## config.mk

```make
export PLATFORM = sky130hd
export DESIGN_NAME = icache_refill_ctrl_flat
export DESIGN_NICKNAME = d
export VERILOG_FILES = /design/src/rtl/icache_pkg.sv /design/src/rtl/icache_refill_ctrl_if.sv /design/src/rtl/icache_data_array.sv /design/src/rtl/icache_refill_ctrl.sv /design/src/flat_wrapper.sv
export SDC_FILE = /design/constraint.sdc
export NUM_CORES = 2
export LEC_CHECK = 0
export ABC_CLOCK_PERIOD_IN_PS = 3600
export BUFFER_PORTS_ARGS = -buffer_cell sky130_fd_sc_hd__buf_2
export CORE_UTILIZATION = 40
export CTS_BUF_LIST = sky130_fd_sc_hd__clkbuf_4 sky130_fd_sc_hd__clkbuf_8
export DETAILED_ROUTE_END_ITERATION = 10
export PLACE_DENSITY = 0.54
export SLEW_MARGIN = 20
export SYNTH_ARGS = -nofsm -noshare
export SYNTH_HDL_FRONTEND = slang
export SYNTH_SLANG_ARGS = --single-unit
```

## constraint.sdc

```tcl
create_clock -name clk -period 3.6 [get_ports clk]
set_clock_uncertainty 0.15 [all_clocks]
set_input_delay 0.36 -clock clk [delete_from_list [all_inputs] [get_ports clk]]
set_output_delay 0.36 -clock clk [all_outputs]
set_load 0.01 [all_outputs]
```

## src/rtl/icache_pkg.sv

```systemverilog
// Shared types and derived geometry for the instruction cache.
// Address layout: tag | index | word offset | byte offset.
package icache_pkg;

    localparam int ADDR_W     = 32;
    localparam int INDEX_BITS = 4;
    localparam int OFFSET_W   = 2;

    localparam int LSB_IDX = 2 + OFFSET_W;
    localparam int LSB_TAG = LSB_IDX + INDEX_BITS;
    localparam int TAG_W   = ADDR_W - LSB_TAG;
    localparam int LINES   = 1 << INDEX_BITS;
    localparam int WORDS   = 1 << OFFSET_W;

    localparam logic [31:0] NOP_INSTR = 32'h0000_0013;

    typedef enum logic [1:0] {
        IDLE   = 2'd0,
        REFILL = 2'd1,
        UPDATE = 2'd2
    } state_t;

endpackage

```

## src/rtl/icache_refill_ctrl_if.sv

```systemverilog
// Word-wide instruction memory read bus.
// The cache is the master; the memory answers with mem_valid.
interface icache_refill_ctrl_if;
    import icache_pkg::*;

    logic              mem_req;
    logic [ADDR_W-1:0] mem_addr;
    logic [31:0]       mem_rdata;
    logic              mem_valid;

    modport master (
        output mem_req,
        output mem_addr,
        input  mem_rdata,
        input  mem_valid
    );

    modport slave (
        input  mem_req,
        input  mem_addr,
        output mem_rdata,
        output mem_valid
    );

endinterface

```

## src/rtl/icache_data_array.sv

```systemverilog
// Data, tag and valid storage for the direct-mapped cache.
// Reads are asynchronous; writes and the valid clear are synchronous.
module icache_data_array
    import icache_pkg::*;
(
    input  logic                  clk,
    input  logic                  rst,
    input  logic                  clr,
    input  logic                  we,
    input  logic [INDEX_BITS-1:0] widx,
    input  logic [OFFSET_W-1:0]   woff,
    input  logic [31:0]           wdata,
    input  logic                  tvwe,
    input  logic [TAG_W-1:0]      wtag,
    input  logic                  vset,
    input  logic [INDEX_BITS-1:0] ridx,
    input  logic [OFFSET_W-1:0]   roff,
    output logic [31:0]           rdata,
    output logic [TAG_W-1:0]      rtag,
    output logic                  rvalid
);

    logic [31:0]      data_q [LINES][WORDS];
    logic [TAG_W-1:0] tag_q  [LINES];
    logic [LINES-1:0] valid_q;

    always_ff @(posedge clk) begin
        if (we)
            data_q[widx][woff] <= wdata;
        if (tvwe)
            tag_q[widx] <= wtag;
    end

    // A clear in the same cycle as a line update leaves the line invalid.
    always_ff @(posedge clk) begin
        if (rst || clr)
            valid_q <= '0;
        else if (tvwe)
            valid_q[widx] <= vset;
    end

    assign rdata  = data_q[ridx][roff];
    assign rtag   = tag_q[ridx];
    assign rvalid = valid_q[ridx];

endmodule

```

## src/rtl/icache_refill_ctrl.sv

```systemverilog
// Direct-mapped I-cache controller: combinational hits, stalling
// whole-line refill from word-wide instruction memory.
module icache_refill_ctrl
    import icache_pkg::*;
(
    input  logic                 clk,
    input  logic                 rst,
    input  logic                 cpu_req,
    input  logic [ADDR_W-1:0]    cpu_addr,
    output logic [31:0]          cpu_instr,
    output logic                 cpu_stall,
    input  logic                 flush,
    icache_refill_ctrl_if.master mem
);

    state_t              state_q, state_d;
    logic [ADDR_W-1:0]   base_q;
    logic [OFFSET_W-1:0] cnt_q;
    logic                abort_q;

    logic [31:0]      rdata;
    logic [TAG_W-1:0] rtag;
    logic             rvalid;
    logic             idle, hit, miss, beat, last;
    logic             addr_unused;

    assign addr_unused = ^cpu_addr[1:0];

    assign idle = (state_q == IDLE);
    assign hit  = cpu_req && idle && !flush && rvalid
               && (rtag == cpu_addr[ADDR_W-1:LSB_TAG]);
    assign miss = cpu_req && idle && !hit && !flush;
    assign beat = (state_q == REFILL) && mem.mem_valid;
    assign last = (cnt_q == OFFSET_W'(WORDS - 1));

    always_comb begin
        state_d      = state_q;
        cpu_stall    = 1'b0;
        mem.mem_req  = 1'b0;
        mem.mem_addr = '0;
        cpu_instr    = hit ? rdata : NOP_INSTR;
        unique case (state_q)
            IDLE: begin
                cpu_stall = cpu_req && !hit;
                if (miss)
                    state_d = REFILL;
            end
            REFILL: begin
                cpu_stall    = 1'b1;
                mem.mem_req  = 1'b1;
                mem.mem_addr = base_q + ADDR_W'({cnt_q, 2'b00});
                if (beat && last)
                    state_d = UPDATE;
            end
            UPDATE: begin
                cpu_stall = 1'b1;
                state_d   = IDLE;
            end
            default: state_d = IDLE;
        endcase
    end

    always_ff @(posedge clk) begin
        if (rst) begin
            state_q <= IDLE;
            base_q  <= '0;
            cnt_q   <= '0;
            abort_q <= 1'b0;
        end else begin
            state_q <= state_d;
            if (miss) begin
                base_q <= {cpu_addr[ADDR_W-1:LSB_IDX], {LSB_IDX{1'b0}}};
                cnt_q  <= '0;
            end else if (beat) begin
                cnt_q <= cnt_q + 1'b1;
            end
            // A flush during refill must keep the fetched line invalid.
            if (state_q == UPDATE)
                abort_q <= 1'b0;
            else if (flush && !idle)
                abort_q <= 1'b1;
        end
    end

    icache_data_array u_array (
        .clk    (clk),
        .rst    (rst),
        .clr    (flush),
        .we     (beat && !rst),
        .widx   (base_q[LSB_TAG-1:LSB_IDX]),
        .woff   (cnt_q),
        .wdata  (mem.mem_rdata),
        .tvwe   ((state_q == UPDATE) && !rst),
        .wtag   (base_q[ADDR_W-1:LSB_TAG]),
        .vset   (!abort_q),
        .ridx   (cpu_addr[LSB_TAG-1:LSB_IDX]),
        .roff   (cpu_addr[LSB_IDX-1:2]),
        .rdata  (rdata),
        .rtag   (rtag),
        .rvalid (rvalid)
    );

endmodule

```

## src/flat_wrapper.sv

```systemverilog
// flat-port wrapper written by rule: the top's interface ports become plain ports
module icache_refill_ctrl_flat import icache_pkg::*;
  (clk, rst, cpu_req, cpu_addr, cpu_instr, cpu_stall, flush, mem_mem_req, mem_mem_addr, mem_mem_rdata, mem_mem_valid);
  icache_refill_ctrl_if mem_i ();
  input  logic clk;
  input  logic rst;
  input  logic cpu_req;
  input  logic [ADDR_W-1:0] cpu_addr;
  output logic [31:0] cpu_instr;
  output logic cpu_stall;
  input  logic flush;
  output wire logic [$bits(mem_i.mem_req)-1:0] mem_mem_req;
  output wire logic [$bits(mem_i.mem_addr)-1:0] mem_mem_addr;
  input wire logic [$bits(mem_i.mem_rdata)-1:0] mem_mem_rdata;
  input wire logic [$bits(mem_i.mem_valid)-1:0] mem_mem_valid;
  assign mem_mem_req = mem_i.mem_req;
  assign mem_mem_addr = mem_i.mem_addr;
  assign mem_i.mem_rdata = mem_mem_rdata;
  assign mem_i.mem_valid = mem_mem_valid;
  icache_refill_ctrl u_core (.clk(clk), .rst(rst), .cpu_req(cpu_req), .cpu_addr(cpu_addr), .cpu_instr(cpu_instr), .cpu_stall(cpu_stall), .flush(flush), .mem(mem_i));
endmodule
```

==> impl_summary.md <==
Clock network
The worst-case clock buffer depth is 4. Clock-pin slew was measured on the worst setup and hold paths at 0.06 ns. The clock net in this run drives a total of 2481 sinks. The number of buffers inserted during clock tree synthesis is 420. The clock network latency to the later pin of the worst-skew pair is 1.09 ns. The H-tree was split into 5 levels. The clock tree from TritonCTS is done. The cell at the root of the clock tree is clkbuf_8.

STA
Setup repair after global routing could not meet its margin everywhere. For the pin with the worst max-slew slack, the measured transition is 1.10 ns. The clock period minus worst slack is 4.93 ns. The headroom to the max-slew limit is 26.9%. The highest clock frequency the design can meet is 203 MHz. The minimum setup slack in the final design is -1.33 ns. The number of slew-limit violations in the final report is 0.

The number of hold violations in the final report came to 0. In the finished design, the share of the clock period the worst path needs comes to 137%. Setup violations remaining at the end of the flow were counted as 33. Across all hold checks on the routed design, the worst slack comes to 0.109 ns.

Synth
The fraction of registers with async set/reset is 0%. Among all flip-flop cells after synthesis, the most frequent one is edfxtp_1. The number of flops mapped to enable cells by yosys is 2432. In this run, synthesis produced a sequential element count of 2481. Sequential cells were found to cover 76.9% of the synthesized design area. Summing every instance area after synthesis gives 0.0962 mm^2. The Yosys step of the flow raised 0 warnings.

Counting every instance in the synthesized netlist gives 4126. A synthesized cell averages 23.3 um^2. The number of distinct library cells after synthesis is 61.

Setup path
STA classifies the critical path startpoint as a flip-flop. The signal arrival time at the worst endpoint is 4.42 ns. The worst-path maximum fanout is 5. The type of the setup path with the least slack is reg -> out.

The worst setup path is captured at a primary output. The critical path data required time is 3.09 ns.

Power and ir drop
The worst supply voltage drop on vdd is 0.386 mV. In this run the static leakage power is 35.6 nW. Power spread over the standard cell area amounts to 519 mW/mm^2.

Finish
After routing the design area is 0.113 mm^2. The proportion of layout cells with a drive suffix above 1 is 38.4%. At the end of the flow, the number of nets in the layout was 4982.

The fill cell instance count of the final layout is 19600. Leaving out fill and tap cells, the most frequent cell in the layout is edfxtp_1. In the layout the commonest cells are edfxtp_1, mux4_2, clkbuf_8. The area growth from synthesis to layout is 17.5%.

Floorplan
The die span in y is 492 um. The width of the die is 492 um. The initial standard-cell utilization of the core is 40.3%. The number of top-level design ports is 135. In this run the core area contains 179 standard-cell rows. The core footprint is 0.239 mm^2. The floorplan die area is 0.242 mm^2.

Global routing
The global-route track usage on met2 is 34.8%. The first global-routing pass estimated 365 mm of wire. The total routing resource utilization after global routing is 21.3%. For met3 alone, demand over resource in global routing was 4.25%. The initial antenna violation count is 15. After global routing, the most crowded layer is met2. Global routing finished with a remaining overflow of 0. Entering global routing, the biggest net connects 65 pins.

Global routing used 29.2% of the available met1 tracks. The via count of the first global-routing pass is 48900.

Route
The wire length per cell is 30.8 um. The routed wire length is 259 mm. The post-route antenna net violation count is 0.

The first-pass iteration count of the detailed router is 5. After the first detailed-routing iteration, the DRC count stood at 4708. Detailed routing inserted a total of 47300 vias. The number of remaining DRC errors is 0. The number of vias per cell is 5.64.

Run status
The run finished, with violations left. The checks that failed: setup timing.

Placed design
The wire-length estimate of the detail-placed layout is 149 mm. The standard cell area after detailed placement is 0.104 mm^2. The placer congestion estimate is 0.800. The count of buffers from port buffering is 130.

Min path
The kind of path behind the tightest hold check is in -> reg.

Run
The reported max-cap violation count is 0.
[worst paths after layout]
path	start	endpoint	slack, ns	cells after the start
worst max-delay path	u_core.u_array.tag_q[9][14]	cpu_instr[8]	-1.33	11
worst min-delay path	cpu_addr[20]	u_core.base_q[9]	0.11	8
worst max register to register	u_core.u_array.tag_q[7][23]	u_core.base_q[12]	0.16	13
worst min register to register	u_core.u_array.valid_q[14]	u_core.u_array.valid_q[14]	0.32	2
[metrics by stage]
step / utilization (%) / total power, mW / setup slack [ns] / setup TNS, ns / cells
finish: 47.4 / 58.7 / -1.33 / -41.41 / 8386
global route: 47.4 / 60.6 / -1.50 / -47.28 / 8378
CTS: 47.3 / 59.3 / -1.53 / -47.08 / 8366
detailed placement: 43.6 / 35.4 / -1.10 / -23.63 / 7551
global placement: 43.6 / 35.3 / -1.08 / -25.58 / 7551
floorplan: - / 34.0 / -0.0834 / -1.29 / 4127
[logic make-up (layout without fill, tap and decap cells)]
logic type | Yosys count | after routing | synth area share (%)
AO/OA/AOI/OAI | 173 | 173 | 1.21
XOR/XNOR | 20 | 20 | 0.182
adder cells (fa/ha/maj) | 8 | 8 | 0.104
buffers and inverters | 254 | 1335 | 1.28
flip-flops | 2481 | 2481 | 76.9
multiplexers | 820 | 820 | 18.3
other | 1 | 13 | 0.00390
AND/OR/NAND/NOR | 369 | 369 | 1.99
[Yosys cell counts (all sizes together) (9+ instances only)]
library cell	count	area, um^2
a211oi	28	210
a21oi	26	130
a31oi	31	194
and2	40	250
buf	159	875
clkbuf	86	323
dfxtp	49	981
edfxtp	2432	73000
inv	9	33.8
mux2	9	101
mux2i	61	611
mux4	750	16900
nand2	99	372
nand3	10	50.1
nor2	94	353
nor2b	31	194
nor4b	30	263
o211ai	28	210
o21ai	23	115
or3	19	119
xnor2	11	96.3
xor2	9	78.8
[routing by layer]
metal / vias up / routed length (um)
li1: 19300 / -
met1: 25900 / 107000
met2: 1792 / 128000
met3: 359 / 17600
met4: 2 / 5780
met5: - / 13
[where the power goes]
group	total, mW	switching, mW	internal, mW	leakage, nW
logic	3.05	1.71	1.34	9.28
clock network	23.8	10.9	12.9	4.12
registers	31.8	0.0856	31.7	22.2
total	58.7	12.7	46.0	35.6
[state kept, by name (all words and copies together), names as in the netlist]
signal / cells
u_core.cnt_q: 2
u_core.base_q: 28
u_core.abort_q: 1
u_core.state_q: 2
u_core.u_array.data_q: 2048
u_core.u_array.tag_q: 384
u_core.u_array.valid_q: 16
[cell type report]
class / count / area [um^2] / share of cell area, %
Clock buffer: 569 / 6970 / 6.16
Sequential cell: 2481 / 74000 / 65.5
Clock inverter: 156 / 850 / 0.751
Antenna cell: 11 / 27.5 / 0.0243
Multi-Input combinational cell: 1392 / 21800 / 19.3
Timing Repair Buffer: 601 / 5420 / 4.80
Tap cell: 3167 / 3960 / 3.50
Inverter: 9 / 38.8 / 0.0343
[critical path, stage by stage, from the launching register on]
cell      delay [ns]
edfxtp_1        0.36
mux4_2          0.47
mux4_2          0.54
xor2_2          0.19
or4_4           0.53
nor4_4          0.14
nand4_1         0.25
buf_12          0.25
buf_12          0.14
buf_12          0.12
a211oi_2        0.15
buf_2           0.16
[what timing repair did]
item,4_1_cts,5_1_grt
buffers inserted,4,6
hold endpoints to repair,2059,0
hold buffers,88,0
pin swaps,4,7
setup endpoints to repair,33,34
cloned,1,1
resized for setup,21,22
Note: power is estimated with default switching activity, not from simulation.
